### config.mk
export PLATFORM = sky130hd
export DESIGN_NAME = commit_reorder_unit
export DESIGN_NICKNAME = d
export VERILOG_FILES = /design/src/rtl/commit_reorder_unit_pkg.sv /design/src/rtl/commit_reorder_unit_slot.sv /design/src/rtl/commit_reorder_unit.sv
export SDC_FILE = /design/constraint.sdc
export NUM_CORES = 1
export LEC_CHECK = 0
export BUFFER_PORTS_ARGS = -buffer_cell sky130_fd_sc_hd__buf_2
export CAP_MARGIN = 0
export CORE_MARGIN = 2
export CORE_UTILIZATION = 46
export CTS_CLUSTER_DIAMETER = 60
export DETAILED_ROUTE_END_ITERATION = 6
export GPL_ROUTABILITY_DRIVEN = 0
export GPL_TIMING_DRIVEN = 0
export PLACE_DENSITY = 0.76
export SETUP_SLACK_MARGIN = 0.15
export SLEW_MARGIN = 20
export SYNTH_ARGS = -nofsm -noshare
export SYNTH_HDL_FRONTEND = slang
export SYNTH_SLANG_ARGS = --single-unit
### constraint.sdc
create_clock -name clk -period 1.94 [get_ports clk]
set_input_delay 0.194 -clock clk [delete_from_list [all_inputs] [get_ports clk]]
set_output_delay 0.194 -clock clk [all_outputs]
set_load 0.02 [all_outputs]
### src/rtl/commit_reorder_unit_pkg.sv
// Shared definitions for the commit reorder unit: default geometry and the
// layout of one per-branch holding slot.
package commit_reorder_unit_pkg;

  localparam int DEF_DATA_WIDTH = 16;
  localparam int DEF_N_BRANCHES = 4;
  localparam int DEF_N_CHANNELS = 16;
  localparam int DEF_ID_WIDTH   = 8;
  localparam int DEF_MAC_BRANCH = 0;
  localparam int DEF_CH_W       = $clog2(DEF_N_CHANNELS);

  typedef struct packed {
    logic [2*DEF_DATA_WIDTH-1:0] result;
    logic [DEF_CH_W-1:0]         dest;
    logic [DEF_ID_WIDTH-1:0]     id;
    logic                        overwrite;
    logic                        full;
  } commit_slot_t;

endpackage

### src/rtl/commit_reorder_unit_slot.sv
// One-entry holding slot for a single branch: accepts a result when empty and
// keeps it until the commit logic clears it.
module commit_slot #(
  parameter int RES_W    = 32,
  parameter int CH_W     = 4,
  parameter int ID_WIDTH = 8
) (
  input  logic                clk,
  input  logic                reset_n,
  input  logic                in_valid,
  input  logic [RES_W-1:0]    result,
  input  logic [CH_W-1:0]     dest,
  input  logic [ID_WIDTH-1:0] commit_id,
  input  logic                acc_overwrite,
  input  logic                clear,
  output logic                in_ready,
  output logic                full,
  output logic [RES_W-1:0]    slot_result,
  output logic [CH_W-1:0]     slot_dest,
  output logic [ID_WIDTH-1:0] slot_id,
  output logic                slot_overwrite
);

  logic                r_full;
  logic [RES_W-1:0]    r_result;
  logic [CH_W-1:0]     r_dest;
  logic [ID_WIDTH-1:0] r_id;
  logic                r_overwrite;

  // NOTE: sequential state uses non-blocking assignments so every flop samples pre-edge values.
  always_ff @(posedge clk or negedge reset_n) begin
    if (!reset_n) begin
      r_full      <= 1'b0;
      r_result    <= '0;
      r_dest      <= '0;
      r_id        <= '0;
      r_overwrite <= 1'b0;
    end else if (clear) begin
      r_full <= 1'b0;
    end else if (in_valid && !r_full) begin
      r_full      <= 1'b1;
      r_result    <= result;
      r_dest      <= dest;
      r_id        <= commit_id;
      r_overwrite <= acc_overwrite;
    end
  end

  // Refill is only possible the cycle after a clear because ready is ~full.
  assign in_ready       = ~r_full;
  assign full           = r_full;
  assign slot_result    = r_result;
  assign slot_dest      = r_dest;
  assign slot_id        = r_id;
  assign slot_overwrite = r_overwrite;

endmodule

### src/rtl/commit_reorder_unit.sv
// Reorders results arriving out of order from several branches and commits
// them strictly in commit-ID order, one per cycle, to channel or accumulator.
module commit_reorder_unit
  import commit_reorder_unit_pkg::*;
#(
  parameter int DATA_WIDTH = DEF_DATA_WIDTH,
  parameter int N_BRANCHES = DEF_N_BRANCHES,
  parameter int N_CHANNELS = DEF_N_CHANNELS,
  parameter int ID_WIDTH   = DEF_ID_WIDTH,
  parameter int MAC_BRANCH = DEF_MAC_BRANCH,
  localparam int CH_W      = $clog2(N_CHANNELS)
) (
  input  logic                                   clk,
  input  logic                                   reset_n,
  input  logic                                   enable,
  input  logic                                   sample_tick,
  input  logic signed [DATA_WIDTH-1:0]           sample_in,
  input  logic [N_BRANCHES-1:0]                  in_valid,
  output logic [N_BRANCHES-1:0]                  in_ready,
  input  logic [N_BRANCHES-1:0][2*DATA_WIDTH-1:0] result,
  input  logic [N_BRANCHES-1:0][CH_W-1:0]        dest,
  input  logic [N_BRANCHES-1:0][ID_WIDTH-1:0]    commit_id,
  input  logic [N_BRANCHES-1:0]                  acc_overwrite,
  output logic [CH_W-1:0]                        channel_write_addr,
  output logic [DATA_WIDTH-1:0]                  channel_write_val,
  output logic                                   channel_write_enable,
  output logic [2*DATA_WIDTH-1:0]                accumulator_write_val,
  output logic                                   accumulator_write_enable,
  output logic                                   accumulator_add_enable,
  output logic [ID_WIDTH-1:0]                    next_commit_id,
  output logic [15:0]                            commits_this_sample,
  output logic                                   id_collision
);

  localparam int RES_W = 2 * DATA_WIDTH;

  logic [N_BRANCHES-1:0] w_full;
  logic [N_BRANCHES-1:0] w_slot_ovw;
  logic [RES_W-1:0]      w_slot_result [N_BRANCHES];
  logic [CH_W-1:0]       w_slot_dest   [N_BRANCHES];
  logic [ID_WIDTH-1:0]   w_slot_id     [N_BRANCHES];
  logic [N_BRANCHES-1:0] w_match;
  logic [N_BRANCHES-1:0] w_grant;
  logic [N_BRANCHES-1:0] w_clear;
  logic [RES_W-1:0]      w_sel_result;
  logic [CH_W-1:0]       w_sel_dest;
  logic                  w_sel_ovw;
  logic                  w_tick;
  logic                  w_commit;

  logic [ID_WIDTH-1:0]   r_next_id;
  logic [15:0]           r_commits;
  logic                  r_collision;
  logic [CH_W-1:0]       r_ch_addr;
  logic [DATA_WIDTH-1:0] r_ch_val;
  logic                  r_ch_we;
  logic [RES_W-1:0]      r_acc_val;
  logic                  r_acc_we;
  logic                  r_acc_add;

  for (genvar g = 0; g < N_BRANCHES; g++) begin : g_slot
    commit_slot #(.RES_W(RES_W), .CH_W(CH_W), .ID_WIDTH(ID_WIDTH)) u_slot (
      .clk           (clk),
      .reset_n       (reset_n),
      .in_valid      (in_valid[g]),
      .result        (result[g]),
      .dest          (dest[g]),
      .commit_id     (commit_id[g]),
      .acc_overwrite (acc_overwrite[g]),
      .clear         (w_clear[g]),
      .in_ready      (in_ready[g]),
      .full          (w_full[g]),
      .slot_result   (w_slot_result[g]),
      .slot_dest     (w_slot_dest[g]),
      .slot_id       (w_slot_id[g]),
      .slot_overwrite(w_slot_ovw[g])
    );
    assign w_match[g] = w_full[g] && (w_slot_id[g] == r_next_id);
  end

  // NOTE: every combinational output gets a default first so no latch is inferred.
  always_comb begin
    w_grant      = '0;
    w_sel_result = '0;
    w_sel_dest   = '0;
    w_sel_ovw    = 1'b0;
    for (int i = 0; i < N_BRANCHES; i++) begin
      if (w_match[i] && (w_grant == '0)) w_grant[i] = 1'b1;
    end
    for (int i = 0; i < N_BRANCHES; i++) begin
      if (w_grant[i]) begin
        w_sel_result = w_sel_result | w_slot_result[i];
        w_sel_dest   = w_sel_dest | w_slot_dest[i];
        w_sel_ovw    = w_sel_ovw | w_slot_ovw[i];
      end
    end
  end

  // The sample strobe preempts commits; matching slots simply wait.
  assign w_tick   = enable && sample_tick;
  assign w_commit = enable && !sample_tick && (w_match != '0);
  assign w_clear  = w_commit ? w_grant : '0;

  always_ff @(posedge clk or negedge reset_n) begin
    if (!reset_n) begin
      r_next_id   <= '0;
      r_commits   <= '0;
      r_collision <= 1'b0;
      r_ch_addr   <= '0;
      r_ch_val    <= '0;
      r_ch_we     <= 1'b0;
      r_acc_val   <= '0;
      r_acc_we    <= 1'b0;
      r_acc_add   <= 1'b0;
    end else begin
      r_ch_we   <= 1'b0;
      r_acc_we  <= 1'b0;
      r_acc_add <= 1'b0;
      if ((w_match & (w_match - N_BRANCHES'(1))) != '0) r_collision <= 1'b1;
      if (w_tick) begin
        r_ch_addr <= '0;
        r_ch_val  <= sample_in;
        r_ch_we   <= 1'b1;
        r_commits <= '0;
      end else if (w_commit) begin
        r_next_id <= r_next_id + ID_WIDTH'(1);
        if (r_commits != 16'hFFFF) r_commits <= r_commits + 16'd1;
        if (w_grant[MAC_BRANCH]) begin
          r_acc_val <= w_sel_result;
          r_acc_we  <= 1'b1;
          r_acc_add <= ~w_sel_ovw;
        end else begin
          r_ch_addr <= w_sel_dest;
          r_ch_val  <= w_sel_result[DATA_WIDTH-1:0];
          r_ch_we   <= 1'b1;
        end
      end
    end
  end

  assign channel_write_addr       = r_ch_addr;
  assign channel_write_val        = r_ch_val;
  assign channel_write_enable     = r_ch_we;
  assign accumulator_write_val    = r_acc_val;
  assign accumulator_write_enable = r_acc_we;
  assign accumulator_add_enable   = r_acc_add;
  assign next_commit_id           = r_next_id;
  assign commits_this_sample      = r_commits;
  assign id_collision             = r_collision;

endmodule

# == Word-level counts from Yosys, hierarchy flattened ==
# Index checks and enable logic that the tools add are counted.
# op_classes
bitwise,21
n_eq_ne,6
mux,43
addsub,3
reduce_logical,37
# ops
cell,n
32-bit two-way mux,4
16-bit two-way mux,6
32-bit OR,3
8-bit == test,4
4-bit two-way mux,8
1-bit two-way mux,25
16-bit by 1-bit adder with 16-bit output (second input constant),1
16-bit inequality test (second input constant),1
1-bit logical AND,14
2-bit AND reduction,7
4-bit OR,3
2-bit nonzero test,6
1-bit inverter,11
8-bit by 1-bit adder with 8-bit output (second input constant),1
4-bit nonzero test,2
1-bit zero test,5
4-bit bitwise AND,1
4-bit by 1-bit subtractor with 4-bit output (second input constant),1
3-bit zero test,1
1-bit OR,3
3-bit AND reduction,1
2-bit zero test,1
2-bit by 1-bit inequality test with 1-bit output (second input constant),1
# word_totals
out_inout_bits,84
elab_cells,139
reg_bits,264
input_bits,204

# == Depth between registers and ports, before layout ==
# logic_depth
depth_word,17
depth_mapped,9

# == Hierarchy ==
# A second synthesis with hierarchy kept.
# hier_totals
cells_unflattened,823
area_unflattened_um2,12046.6
# modules_own_cells
mod,cells_each,n_inst,area_each_um2,seq_area_each_um2
commit_slot,100,4,1923.1,1151.1
commit_reorder_unit,423,1,4354.2,2001.9

# == Worst setup path before layout ==
# OpenSTA, ideal clock, no wires.
# synth_path
path_type,reg-to-reg
from,register r_next_id[7] (netlist: next_commit_id[7])
to,register r_commits[12] (netlist: commits_this_sample[12])
required_time_ns,1.862
arrival_ns,2.199
path_stages_with_launch,9
path_slack_ns,-0.337
path_buffers,2
synth_period_minus_slack_ns,2.277
cell_sequence,dfrtp_1 -> buf_6 -> xnor2_1 -> nand3_2 -> nor4_4 -> nor4_2 -> buf_6 -> or4_1 -> a21oi_1
# synth_via
elab_chain_cells,6
elab_cells_between_ends,12
cone_classes,4 x eq/ne; 8 x reduce/logical
# synth_rtl
item,line,rtl
start: declaration,commit_reorder_unit.sv:51,logic [ID_WIDTH-1:0] r_next_id;
start signal: assignment,commit_reorder_unit.sv:126,r_next_id <= r_next_id + ID_WIDTH'(1);
8-bit == test,commit_reorder_unit.sv:78,assign w_match[g] = w_full[g] && (w_slot_id[g] == r_next_id);
1-bit logical AND,commit_reorder_unit.sv:78,
4-bit nonzero test (*),commit_reorder_unit.sv:101,assign w_commit = enable && !sample_tick && (w_match != '0);
1-bit logical AND (*),commit_reorder_unit.sv:101,
2-bit nonzero test (no line) (*),--,
2-bit AND reduction (no line) (*),--,
end signal: assignment,commit_reorder_unit.sv:127,if (r_commits != 16'hFFFF) r_commits <= r_commits + 16'd1;
end: declaration,commit_reorder_unit.sv:52,logic [15:0] r_commits;
# Mark *: on every way between the ends. The rest lies on a longest branch, timed or not.
# A chain may end at the register's enable or synchronous reset.

# == Worst setup path in the final report ==
# layout_path
from,register r_next_id[1] (netlist: next_commit_id[1])
to,register r_ch_val[14] (netlist: channel_write_val[14])
# layout_via
elab_chain_cells,16
elab_cells_between_ends,33
cone_classes,5 x eq/ne; 11 x mux; 4 x bitwise; 13 x reduce/logical
# layout_rtl
item,line,rtl
8-bit == test,commit_reorder_unit.sv:78,
1-bit logical AND,commit_reorder_unit.sv:78,
1-bit two-way mux,commit_reorder_unit.sv:88,if (w_match[i] && (w_grant == '0)) w_grant[i] = 1'b1;
1-bit inverter,commit_reorder_unit.sv:88,
1-bit logical AND,commit_reorder_unit.sv:88,
1-bit two-way mux,commit_reorder_unit.sv:88,
2-bit zero test,commit_reorder_unit.sv:88,
1-bit logical AND,commit_reorder_unit.sv:88,
1-bit two-way mux,commit_reorder_unit.sv:88,
3-bit zero test,commit_reorder_unit.sv:88,
1-bit logical AND,commit_reorder_unit.sv:88,
1-bit two-way mux,commit_reorder_unit.sv:88,
32-bit two-way mux,commit_reorder_unit.sv:91,if (w_grant[i]) begin
16-bit two-way mux,commit_reorder_unit.sv:128,if (w_grant[MAC_BRANCH]) begin
16-bit two-way mux,commit_reorder_unit.sv:125,end else if (w_commit) begin
16-bit two-way mux,commit_reorder_unit.sv:120,if (w_tick) begin
end signal: assignment,commit_reorder_unit.sv:122,r_ch_val <= sample_in;
end signal: assignment,commit_reorder_unit.sv:134,r_ch_val <= w_sel_result[DATA_WIDTH-1:0];
end: declaration,commit_reorder_unit.sv:55,logic [DATA_WIDTH-1:0] r_ch_val;
# Several ways; a longest one is shown, not always the timed one. The select of a mux whose other input is x is not followed.

==> impl_metrics.csv <==
group,metric,value,unit
floorplan,die_width,145,um
floorplan,start_util,0.469,
power,p_leak,6.68,nW
sta,fin_ws,-0.298,ns
run,drv_cap,0,
synth,yosysWarnings,0,
synth,synth_area,0.00916,mm^2
sta,period_share,1.15,
power,p_comb_frac,0.352,
grt,antenna_found_initial,4,
clocking,clk_pin_slew,0.06,ns
synth,syn_inst,699,
power,clockPowerShare,0.231,
clocking,cts_tree,"done",
grt,gr-total-overflow,0,
power,switchingPower,5.82,mW
detailed_routing,drc,0,
sta,skew,0.0208,ns
detailed_routing,firstDrtPassIters,4,
detailed_routing,routed_wl,28.8,mm
critical_path,critPathMaxStageDelay,0.48,ns
synth,synth_area_leaders,"dfrtp_1 (57%), mux2_2 (19%), xnor2_1 (2.7%), a221oi_1 (1.8%), and3_1 (1.6%)",
critical_path,cp_top_family,"simple AND/OR/NAND/NOR gates",
synth,synth_seq_area_share,0.571,
sta,hold_viol_final,0,
critical_path,critPathKind,"reg2reg",
detailed_routing,via_per_inst,5.40,
power,p_int,12.0,mW
floorplan,ioPinCount,288,
sta,whs,0.0400,ns
place,dp_cells,1198,
grt,grtUsageTotal,0.266,
power,ir_drop,0.930,mV
synth,yosysMostFrequentCell,"dfrtp_1",
detailed_routing,dr.first_iter.drc_count,356,
grt,grt_pass1_wl,44.9,mm
critical_path,required,2.36,ns
clocking,h-tree-depth,1,
cells_and_area,nNetsFinal,1350,
outcome,failed_checks,"negative setup slack",
cells_and_area,fin_area,0.0143,mm^2
sta,rsz0062_at_grt,"true",
floorplan,row_count,51,
critical_path,crit_path_frequent_cell,"buf_6",
worst_hold_path,hold_path.class,"in2reg",
critical_path,endpoint_kind,"register",
cells_and_area,syn_to_final_growth,56.5,%
sta,worst_slew_pin_slew,0.672,ns
power,power.density,1240,mW/mm^2
sta,setup_viol,79,
critical_path,cp_cell_sequence,"buf_8 > xnor2_2 > nand4_1 > nor4_4 > buf_6 > buf_12 > nor4b_4 > buf_6 > a221oi_2 > o21ai_1",
clocking,clock_path_buffers,3,
power,sequentialPowerShare,0.417,
synth,synth_flop_cell,"dfrtp_1",
grt,grt_max_degree,83,
clocking,cts_root_buf,"clkbuf_16",
synth,async_flop_share,1.00,
critical_path,cp.buffers_inverters,4,
critical_path,worstPathArrival,2.66,ns
synth,synth_edf_count,0,
place,post_dp_cell_area,0.0112,mm^2
detailed_routing,postRouteAntennaNets,0,
floorplan,die_h,145,um
critical_path,critical-path-slowest-cell,"nor4b_4",
synth,yosys-top-cells-count,"dfrtp_1 (209), mux2_2 (156), clkbuf_1 (33), xnor2_1 (28), and3_1 (23)",
power,swShare,0.326,
critical_path,reg2reg_slack,-0.30,ns
sta,fin_crit,2.24,ns
cells_and_area,stdcell_count,1426,
critical_path,startpoint_type,"register",
sta,fmax,0.447,GHz
synth,syn_nets,905,
detailed_routing,vias,7701,
clocking,numCtsBuffers,24,
grt,first_global_vias,8468,
clocking,clk_latency,0.52,ns
floorplan,die-area,0.0211,mm^2
cells_and_area,drive_above_1_share,0.532,
synth,synth_top_area_share,0.571,
synth,synth.ff_latch_count,209,
outcome,status,"finished with violations",
cells_and_area,fillers,1245,
place,hpwl,17.1,mm
clocking,cts_sinks,209,
synth,synth_cell_type_count,46,
detailed_routing,wl_per_cell,20.2,um
synth,postSynthAreaPerCell,13.1,um^2
synth,synth_top_area_cell,"dfrtp_1",
floorplan,coreArea,0.0195,mm^2
place,port_buffers,232,
sta,relSlewSlack,0.552,
sta,slew_viol_final,0,
critical_path,critPathMaxFanout,6,
==> registers in the layout (all words and copies together) (netlist names), 4 cells and up <==
name,flops
g_slot.u_slot.slot_result,80
accumulator_write_val,32
g_slot.u_slot.slot_id,32
channel_write_val,16
commits_this_sample,16
g_slot.u_slot.slot_dest,12
next_commit_id,8
channel_write_addr,4
g_slot.u_slot.full,4
==> worst register-to-register path: cells and delay by family (launching register included) <==
kind / cells / cell delay [ns]
AOI/OAI and AO/OA: 2 / 0.26
buffers and inverters: 4 / 0.64
and+or+nand+nor: 3 / 0.69
xor gates and xnor gates: 1 / 0.14
DFF: 1 / 0.42
==> cells in the final DEF (no fill, tap or decap), types with 16 or more instances in the layout <==
cell	netlist	final
mux2_4	0	32
xnor2_2	2	21
o211ai_1	16	16
dfrtp_1	209	201
nand2b_1	16	16
o21ai_1	10	19
buf_6	3	22
buf_4	5	30
buf_2	11	236
and3_1	23	22
dlygate4sd3_1	0	131
nand3_1	18	16
a221oi_2	0	18
clkbuf_1	33	21
mux2_2	156	124
nand2_1	19	17
clkbuf_16	0	30
==> cell type report <==
cell class / count / area (um^2) / area share
inverters: 8 / 30.0 / 0.00210
multi-input cells: 426 / 4330 / 0.302
plain buffers: 56 / 531 / 0.0370
repair buffers: 419 / 3160 / 0.221
well taps: 265 / 332 / 0.0231
flip-flops and latches: 209 / 5240 / 0.366
diodes: 4 / 10.0 / 0.000699
clock inverters: 3 / 30.0 / 0.00210
clock buffers: 36 / 666 / 0.0465
==> worst paths after layout <==
path,startpoint,end,cells after the start
min in group asynchronous,reset_n,accumulator_write_val[24]$_DFFE_PN0P_,2
max in group asynchronous,reset_n,commits_this_sample[3]$_DFFE_PN0P_,3
hold / removal,sample_in[7],channel_write_val[7]$_DFFE_PN0P_,4
setup / recovery,next_commit_id[1]$_DFFE_PN0P_,channel_write_val[14]$_DFFE_PN0P_,10
hold reg to reg,g_slot[0].u_slot.slot_overwrite$_DFFE_PN0P_,accumulator_add_enable$_DFF_PN0_,1
setup reg to reg,next_commit_id[1]$_DFFE_PN0P_,channel_write_val[14]$_DFFE_PN0P_,10
==> power by group through the flow <==
stage	clock network [mW]	registers (mW)	logic, mW
after global placement	0	7.24	4.78
final	4.12	7.44	6.28
after CTS	4.17	7.31	5.89
after global routing	4.38	7.65	6.70
after floorplan	0	7.58	3.12
after detailed placement	0	7.29	4.95
==> layer usage <==
layer | up-vias | GRT usage | part of all wire | routed length (um)
met5 | - | 0 | 0 | 0
met4 | 0 | 0.108 | 0.042 | 1200
met3 | 91 | 0.0645 | 0.073 | 2110
met2 | 354 | 0.454 | 0.50 | 14400
met1 | 3839 | 0.326 | 0.38 | 11000
li1 | 3417 | - | - | -
==> timing repair <==
| action | 4_1_cts | 5_1_grt |
|---|---|---|
| endpoints found under the hold margin | 186 | 0 |
| endpoints found under the setup margin | 168 | 129 |
| gates cloned | 8 | 5 |
| pin swaps | 36 | 13 |
| resized for setup | 111 | 51 |
| buffers inserted | 31 | 10 |
| hold buffers | 131 | 0 |
==> metrics by stage <==
stage	power, mW	setup slack [ns]	util	TNS, ns
2_1_floorplan	10.7	-0.263	-	-14.64
3_3_place_gp	12.0	-3.29	0.568	-646.33
3_5_place_dp	12.2	-0.718	0.571	-43.13
4_1_cts	17.4	-0.216	0.715	-9.94
5_1_grt	18.7	-0.396	0.734	-20.65
6_report	17.8	-0.298	0.734	-13.52
==> logic make-up (layout without fill, tap and decap cells) <==
kind of cell | count (synthesis) | count (layout) | share of synthesized area
flops | 209 | 209 | 0.571
simple gates | 132 | 132 | 0.0907
fa+ha+maj | 3 | 3 | 0.00383
other cells | 0 | 4 | 0
buf+inv | 64 | 522 | 0.0322
compound gates | 95 | 95 | 0.0702
mux | 157 | 157 | 0.193
xor+xnor | 39 | 39 | 0.0389
Note: power is estimated with default switching activity, not from simulation.
